===== src/rtl/sevenseg_pkg.sv =====
// Shared 7-segment constants and helpers for the 595 display link (transmit and receive sides).
package sevenseg_pkg;

    localparam int WORD_BITS = 16;

    // gfedcba, active-high
    localparam logic [6:0] SEG_PAT_0 = 7'h3F;
    localparam logic [6:0] SEG_PAT_1 = 7'h06;
    localparam logic [6:0] SEG_PAT_2 = 7'h5B;
    localparam logic [6:0] SEG_PAT_3 = 7'h4F;
    localparam logic [6:0] SEG_PAT_4 = 7'h66;
    localparam logic [6:0] SEG_PAT_5 = 7'h6D;
    localparam logic [6:0] SEG_PAT_6 = 7'h7D;
    localparam logic [6:0] SEG_PAT_7 = 7'h07;
    localparam logic [6:0] SEG_PAT_8 = 7'h7F;
    localparam logic [6:0] SEG_PAT_9 = 7'h6F;
    localparam logic [6:0] SEG_BLANK = 7'h00;

    localparam logic [3:0] CODE_BLANK   = 4'd10;
    localparam logic [3:0] CODE_UNKNOWN = 4'd15;

    function automatic logic is_onehot4(input logic [3:0] v);
        return (v != 4'd0) && ((v & (v - 4'd1)) == 4'd0);
    endfunction

endpackage


===== src/rtl/sevenseg_595_capture_if.sv =====
// Serial link as seen at the chained 595 inputs: shift clock, data, latch.
interface sevenseg_595_capture_if;
    logic sclk;
    logic data;
    logic latch;

    modport master (output sclk, data, latch);
    modport slave  (input  sclk, data, latch);
endinterface


===== src/rtl/sevenseg_595_capture_decode.sv =====
// Active-high gfedcba pattern to digit code; anything unrecognised maps to CODE_UNKNOWN.
module seg7_pattern_decode
    import sevenseg_pkg::*;
(
    input  logic [6:0] seg_i,
    output logic [3:0] code_o
);
    always_comb begin
        code_o = CODE_UNKNOWN;
        case (seg_i)
            SEG_PAT_0: code_o = 4'd0;
            SEG_PAT_1: code_o = 4'd1;
            SEG_PAT_2: code_o = 4'd2;
            SEG_PAT_3: code_o = 4'd3;
            SEG_PAT_4: code_o = 4'd4;
            SEG_PAT_5: code_o = 4'd5;
            SEG_PAT_6: code_o = 4'd6;
            SEG_PAT_7: code_o = 4'd7;
            SEG_PAT_8: code_o = 4'd8;
            SEG_PAT_9: code_o = 4'd9;
            SEG_BLANK: code_o = CODE_BLANK;
            default:   code_o = CODE_UNKNOWN;
        endcase
    end
endmodule


===== src/rtl/sevenseg_595_capture.sv =====
// Receive side of the 2x595 display link: resync, rebuild 16-bit words, check them and
// maintain a 4-digit + colon framebuffer with word/frame strobes and a sticky error.
module sevenseg_595_capture
    import sevenseg_pkg::*;
#(
    parameter int NUM_ICS        = 2,
    parameter bit SEG_ACTIVE_LOW = 1'b1
) (
    input  logic                    clk_i,
    input  logic                    rst_ni,
    sevenseg_595_capture_if.slave   link,
    output logic                    word_valid_o,
    output logic [WORD_BITS-1:0]    word_o,
    output logic [15:0]             digits_o,
    output logic                    colon_o,
    output logic                    frame_valid_o,
    output logic                    err_o
);
    localparam logic [4:0] WB = 5'(8 * NUM_ICS);

    logic [2:0]           sclk_q, latch_q;
    logic [1:0]           data_q;
    logic [WORD_BITS-1:0] sr_q, sr_d, word_q;
    logic [4:0]           cnt_q, cnt_d;
    logic [3:0]           seen_q, seen_set;
    logic [15:0]          digits_q, digits_d;
    logic                 colon_q, err_q, word_valid_q, frame_valid_q;
    logic                 sclk_rise, latch_rise, accept, frame_done, dp_lit;
    logic [6:0]           seg_lit;
    logic [3:0]           code;

    assign sclk_rise  = sclk_q[1] & ~sclk_q[2];
    assign latch_rise = latch_q[1] & ~latch_q[2];

    // Shift resolves before the check, so a latch coincident with the last sclk edge sees that bit.
    always_comb begin
        sr_d  = sr_q;
        cnt_d = cnt_q;
        if (sclk_rise) begin
            sr_d = {sr_q[WORD_BITS-2:0], data_q[1]};
            if (cnt_q != 5'd31) cnt_d = cnt_q + 5'd1;
        end
    end

    assign accept     = latch_rise && (cnt_d == WB) && is_onehot4(sr_d[3:0]);
    assign seg_lit    = SEG_ACTIVE_LOW ? ~sr_d[14:8] : sr_d[14:8];
    assign dp_lit     = SEG_ACTIVE_LOW ? ~sr_d[15]   : sr_d[15];
    assign seen_set   = seen_q | sr_d[3:0];
    assign frame_done = accept && (seen_set == 4'hF);

    seg7_pattern_decode u_dec (.seg_i(seg_lit), .code_o(code));

    always_comb begin
        digits_d = digits_q;
        for (int n = 0; n < 4; n++)
            if (sr_d[n]) digits_d[n*4 +: 4] = code;
    end

    always_ff @(posedge clk_i) begin
        if (!rst_ni) begin
            sclk_q        <= '0;
            latch_q       <= '0;
            data_q        <= '0;
            sr_q          <= '0;
            cnt_q         <= '0;
            seen_q        <= '0;
            word_q        <= '0;
            digits_q      <= 16'hAAAA;
            colon_q       <= 1'b0;
            err_q         <= 1'b0;
            word_valid_q  <= 1'b0;
            frame_valid_q <= 1'b0;
        end else begin
            sclk_q        <= {sclk_q[1:0], link.sclk};
            latch_q       <= {latch_q[1:0], link.latch};
            data_q        <= {data_q[0], link.data};
            sr_q          <= sr_d;
            cnt_q         <= latch_rise ? 5'd0 : cnt_d;
            word_valid_q  <= accept;
            frame_valid_q <= frame_done;
            if (accept) begin
                word_q   <= sr_d;
                digits_q <= digits_d;
                seen_q   <= frame_done ? 4'h0 : seen_set;
                if (sr_d[1]) colon_q <= dp_lit;
            end
            if (latch_rise && !accept) err_q <= 1'b1;
        end
    end

    assign word_valid_o  = word_valid_q;
    assign word_o        = word_q;
    assign digits_o      = digits_q;
    assign colon_o       = colon_q;
    assign frame_valid_o = frame_valid_q;
    assign err_o         = err_q;
endmodule


===== src/flat_wrapper.sv =====
// flat-port wrapper written by rule: the top's interface ports become plain ports
module sevenseg_595_capture_flat import sevenseg_pkg::*;
#(
    parameter int NUM_ICS        = 2,
    parameter bit SEG_ACTIVE_LOW = 1'b1
)
  (clk_i, rst_ni, word_valid_o, word_o, digits_o, colon_o, frame_valid_o, err_o, link_sclk, link_data, link_latch);
  sevenseg_595_capture_if link_i ();
  input  logic clk_i;
  input  logic rst_ni;
  output logic word_valid_o;
  output logic [WORD_BITS-1:0] word_o;
  output logic [15:0] digits_o;
  output logic colon_o;
  output logic frame_valid_o;
  output logic err_o;
  input wire logic [$bits(link_i.sclk)-1:0] link_sclk;
  input wire logic [$bits(link_i.data)-1:0] link_data;
  input wire logic [$bits(link_i.latch)-1:0] link_latch;
  assign link_i.sclk = link_sclk;
  assign link_i.data = link_data;
  assign link_i.latch = link_latch;
  sevenseg_595_capture #(.NUM_ICS(NUM_ICS), .SEG_ACTIVE_LOW(SEG_ACTIVE_LOW)) u_core (.clk_i(clk_i), .rst_ni(rst_ni), .link(link_i), .word_valid_o(word_valid_o), .word_o(word_o), .digits_o(digits_o), .colon_o(colon_o), .frame_valid_o(frame_valid_o), .err_o(err_o));
endmodule

===== config.mk =====
export PLATFORM = sky130hd
export DESIGN_NAME = sevenseg_595_capture_flat
export DESIGN_NICKNAME = d
export VERILOG_FILES = /design/src/rtl/sevenseg_pkg.sv /design/src/rtl/sevenseg_595_capture_if.sv /design/src/rtl/sevenseg_595_capture_decode.sv /design/src/rtl/sevenseg_595_capture.sv /design/src/flat_wrapper.sv
export SDC_FILE = /design/constraint.sdc
export NUM_CORES = 1
export LEC_CHECK = 0
export ABC_AREA = 1
export ABC_CLOCK_PERIOD_IN_PS = 3700
export CAP_MARGIN = 20
export CORE_MARGIN = 1.5
export CORE_UTILIZATION = 30
export CTS_CLUSTER_DIAMETER = 60
export DETAILED_ROUTE_END_ITERATION = 8
export HOLD_SLACK_MARGIN = 0.1
export PLACE_DENSITY_LB_ADDON = 0.05
export SYNTH_ARGS = -nofsm -noshare
export SYNTH_HDL_FRONTEND = slang
export SYNTH_SLANG_ARGS = --single-unit

===== constraint.sdc =====
create_clock -name clk_i -period 3.7 [get_ports clk_i]
set_input_delay 0.555 -clock clk_i [delete_from_list [all_inputs] [get_ports clk_i]]
set_output_delay 0.555 -clock clk_i [all_outputs]
set_load 0.02 [all_outputs]

==> metrics.txt <==
PD cells=about 400 nW/um^2; crit path capture type=flip-flop; status=complete, no violations; leakage=1.71 nW; post-synthesis sequential area ratio=44.3%; Mapped Cells=roughly 460; clock buffer depth=2; vias per cell=4.34; # IOs=41; root buffer cell=clkbuf_8; Tcrit/Tclk final=67.4%; Worst-path clk slew=0.08 ns; Min Hold Slack=about 0.42 ns; final-report max-slew violation count=0; min Tclk post-route=2.49 ns; min-delay worst type=reg -> reg; YS warnings=0; highest net fanout along the worst path=17; wirelength, routed=between 7000 and 8000 um; power share of the combinational group=9.2%; HPWL Detailed=5450 um; global-route wire length before repair=13100 um; CTS sink cnt=between 60 and 70; Detail Route Antenna Nets=0; drt pass-1 iters=4; final setup violation count=0; core area=about 10000 um^2; setup TNS=0 ns; maximum vdd ir drop=0.192 mV; largest net degree at the start of global routing=31; count of final hold-check violations=0; Clk pwr share=40.9%; cell internal pwr=1.11 mW; cell taking the most area after synthesis=dfxtp_1; port bufs=40; DIE AREA=roughly 11000 um^2; die width=105 um; routed via count=2797; Clk Latency, worst-skew pair=0.35 ns; Worst Path Required=3.95 ns; Area contributors post-synth=dfxtp_1, nand2_1, nor2_1; Filler cells=about 1100; Psw=0.423 mW; Rel. slew slack=47.2%; Seq pwr share=about 50%; Initial Utilization=30.6%; ANT cells=0; switching share of total power=27.5%; DRC viols=0; Inst Count DP=628; initial antenna violation count=0; Avg Synthesized Cell Area=6.72 um^2; CP startpoint kind=flip-flop; unrepaired setup endpoints after global routing=false; Worst-Margin Slew=between 0.7 and 0.8 ns; Nets=509; Post-CTS Resized=0; area grow syn2layout=22.2%; post-route insts no fill=644; final clock skew=0.00894 ns; hold-fix buffers at CTS=0; CTS buffer count=9; Mapped Area=a little over 3000 um^2; postcts setup bufs=0; Placer Congestion=roughly 0.83; Die Ht=around 100 um; share of cells above drive strength 1=under 10%; All-Layer GR Usage=between 15 and 20%; Max Cap Violations=0; #FFs+latches synth=69; Max Clk Rate=0.401 GHz; total power=1.54 mW; Crit Path Class=reg -> reg; CTS tree=yes; most frequent cells in the layout=nand2_1, nor2_1, dfxtp_1; Max H-tree Level=3; Routed WL per cell=11.6 um; Netlist cell types=29; CP arrival=2.74 ns; Iter 0 DRT Violations=92; top cell type's share of synthesized area=44.3%; num rows=37; Post-Syn Nets=470; commonest non-fill, non-tap cell in the layout=nand2_1; Final Cell Area=3810 um^2; global route overflow=0; cell area after placement=3610 um^2; vias in the first global route=approximately 2700
state kept, by name (all words and copies together), names as in the netlist:
signal,cells
u_core.cnt_q,5
u_core.colon_o,1
u_core.data_q,2
u_core.digits_o,16
u_core.err_o,1
u_core.frame_valid_o,1
u_core.latch_q,3
u_core.sclk_q,3
u_core.seen_q,4
u_core.sr_q,16
u_core.word_o,16
u_core.word_valid_o,1
final cells by class:
class / instances / area (um^2) / area share (%)
Sequential cell: 69 / 1380 / 36.3
Multi-Input combinational cell: 317 / 1400 / 36.7
Inverter: 63 / 239 / 6.27
Timing Repair Buffer: 43 / 423 / 11.1
Clock buffer: 9 / 124 / 3.25
Clock inverter: 7 / 73.8 / 1.94
Tap cell: 136 / 170 / 4.47
cells in the mapped netlist (all sizes together):
cell	number
nand2	151
dfxtp	69
ha	1
nand3	36
nor3	2
clkinv	5
clkbuf	4
o22ai	1
inv	58
nor2	77
o21ai	16
buf	11
nand4	1
o211ai	2
or2	4
nand3b	1
a21oi	25
routing by layer:
layer  global-route usage [%]  share of wire (%)
met2                     24.6                 44
met5                        0                  0
met4                     4.79                1.5
met3                     4.37                3.4
met1                     19.0                 51
logic make-up (layout without fill, tap and decap cells):
kind of cell	Yosys count	after routing	synth area share (%)
DFF	69	69	44.3
adders and majority gates	1	1	0.401
AOI/OAI and AO/OA	44	44	7.39
buffers and inverters	78	122	10.8
and+or+nand+nor	272	272	37.1
power by group through the flow:
stage                     logic, mW  clock network [mW]  registers, mW
after floorplan               0.110                   0          0.780
after global placement        0.144                   0          0.783
after detailed placement      0.144                   0          0.783
after CTS                     0.145               0.654          0.765
after global routing          0.166               0.684          0.768
final                         0.142               0.629          0.765
metrics by stage:
step           utilization (%)  setup slack [ns]
2_1_floorplan                -              1.95
3_3_place_gp              35.5              1.21
3_5_place_dp              35.5              1.20
4_1_cts                   37.4              1.17
5_1_grt                   37.4             0.875
6_report                  37.4              1.21
final timing paths:
| path | from | endpoint | slack [ns] | cells after the start |
|---|---|---|---|---|
| hold reg to reg | u_core.data_q[0] | u_core.data_q[1] | 0.42 | 2 |
| setup reg to reg | u_core.sclk_q[1] | u_core.word_o[15] | 1.21 | 11 |
| hold / removal | u_core.data_q[0] | u_core.data_q[1] | 0.42 | 2 |
| setup / recovery | u_core.sclk_q[1] | u_core.word_o[15] | 1.21 | 11 |
worst max-delay path: stages, from the launching register on:
cell and delay [ns]:
dfxtp_1 0.55, inv_1 0.09, nor2_2 0.41, nand3_1 0.14, o21ai_1 0.17, nand3_1 0.16
nor2_4 0.21, nand2_4 0.17, clkinv_2 0.25, nand2_1 0.09, nand2_1 0.10, nor2_1 0.04
Power figures use the tool's default switching activity.
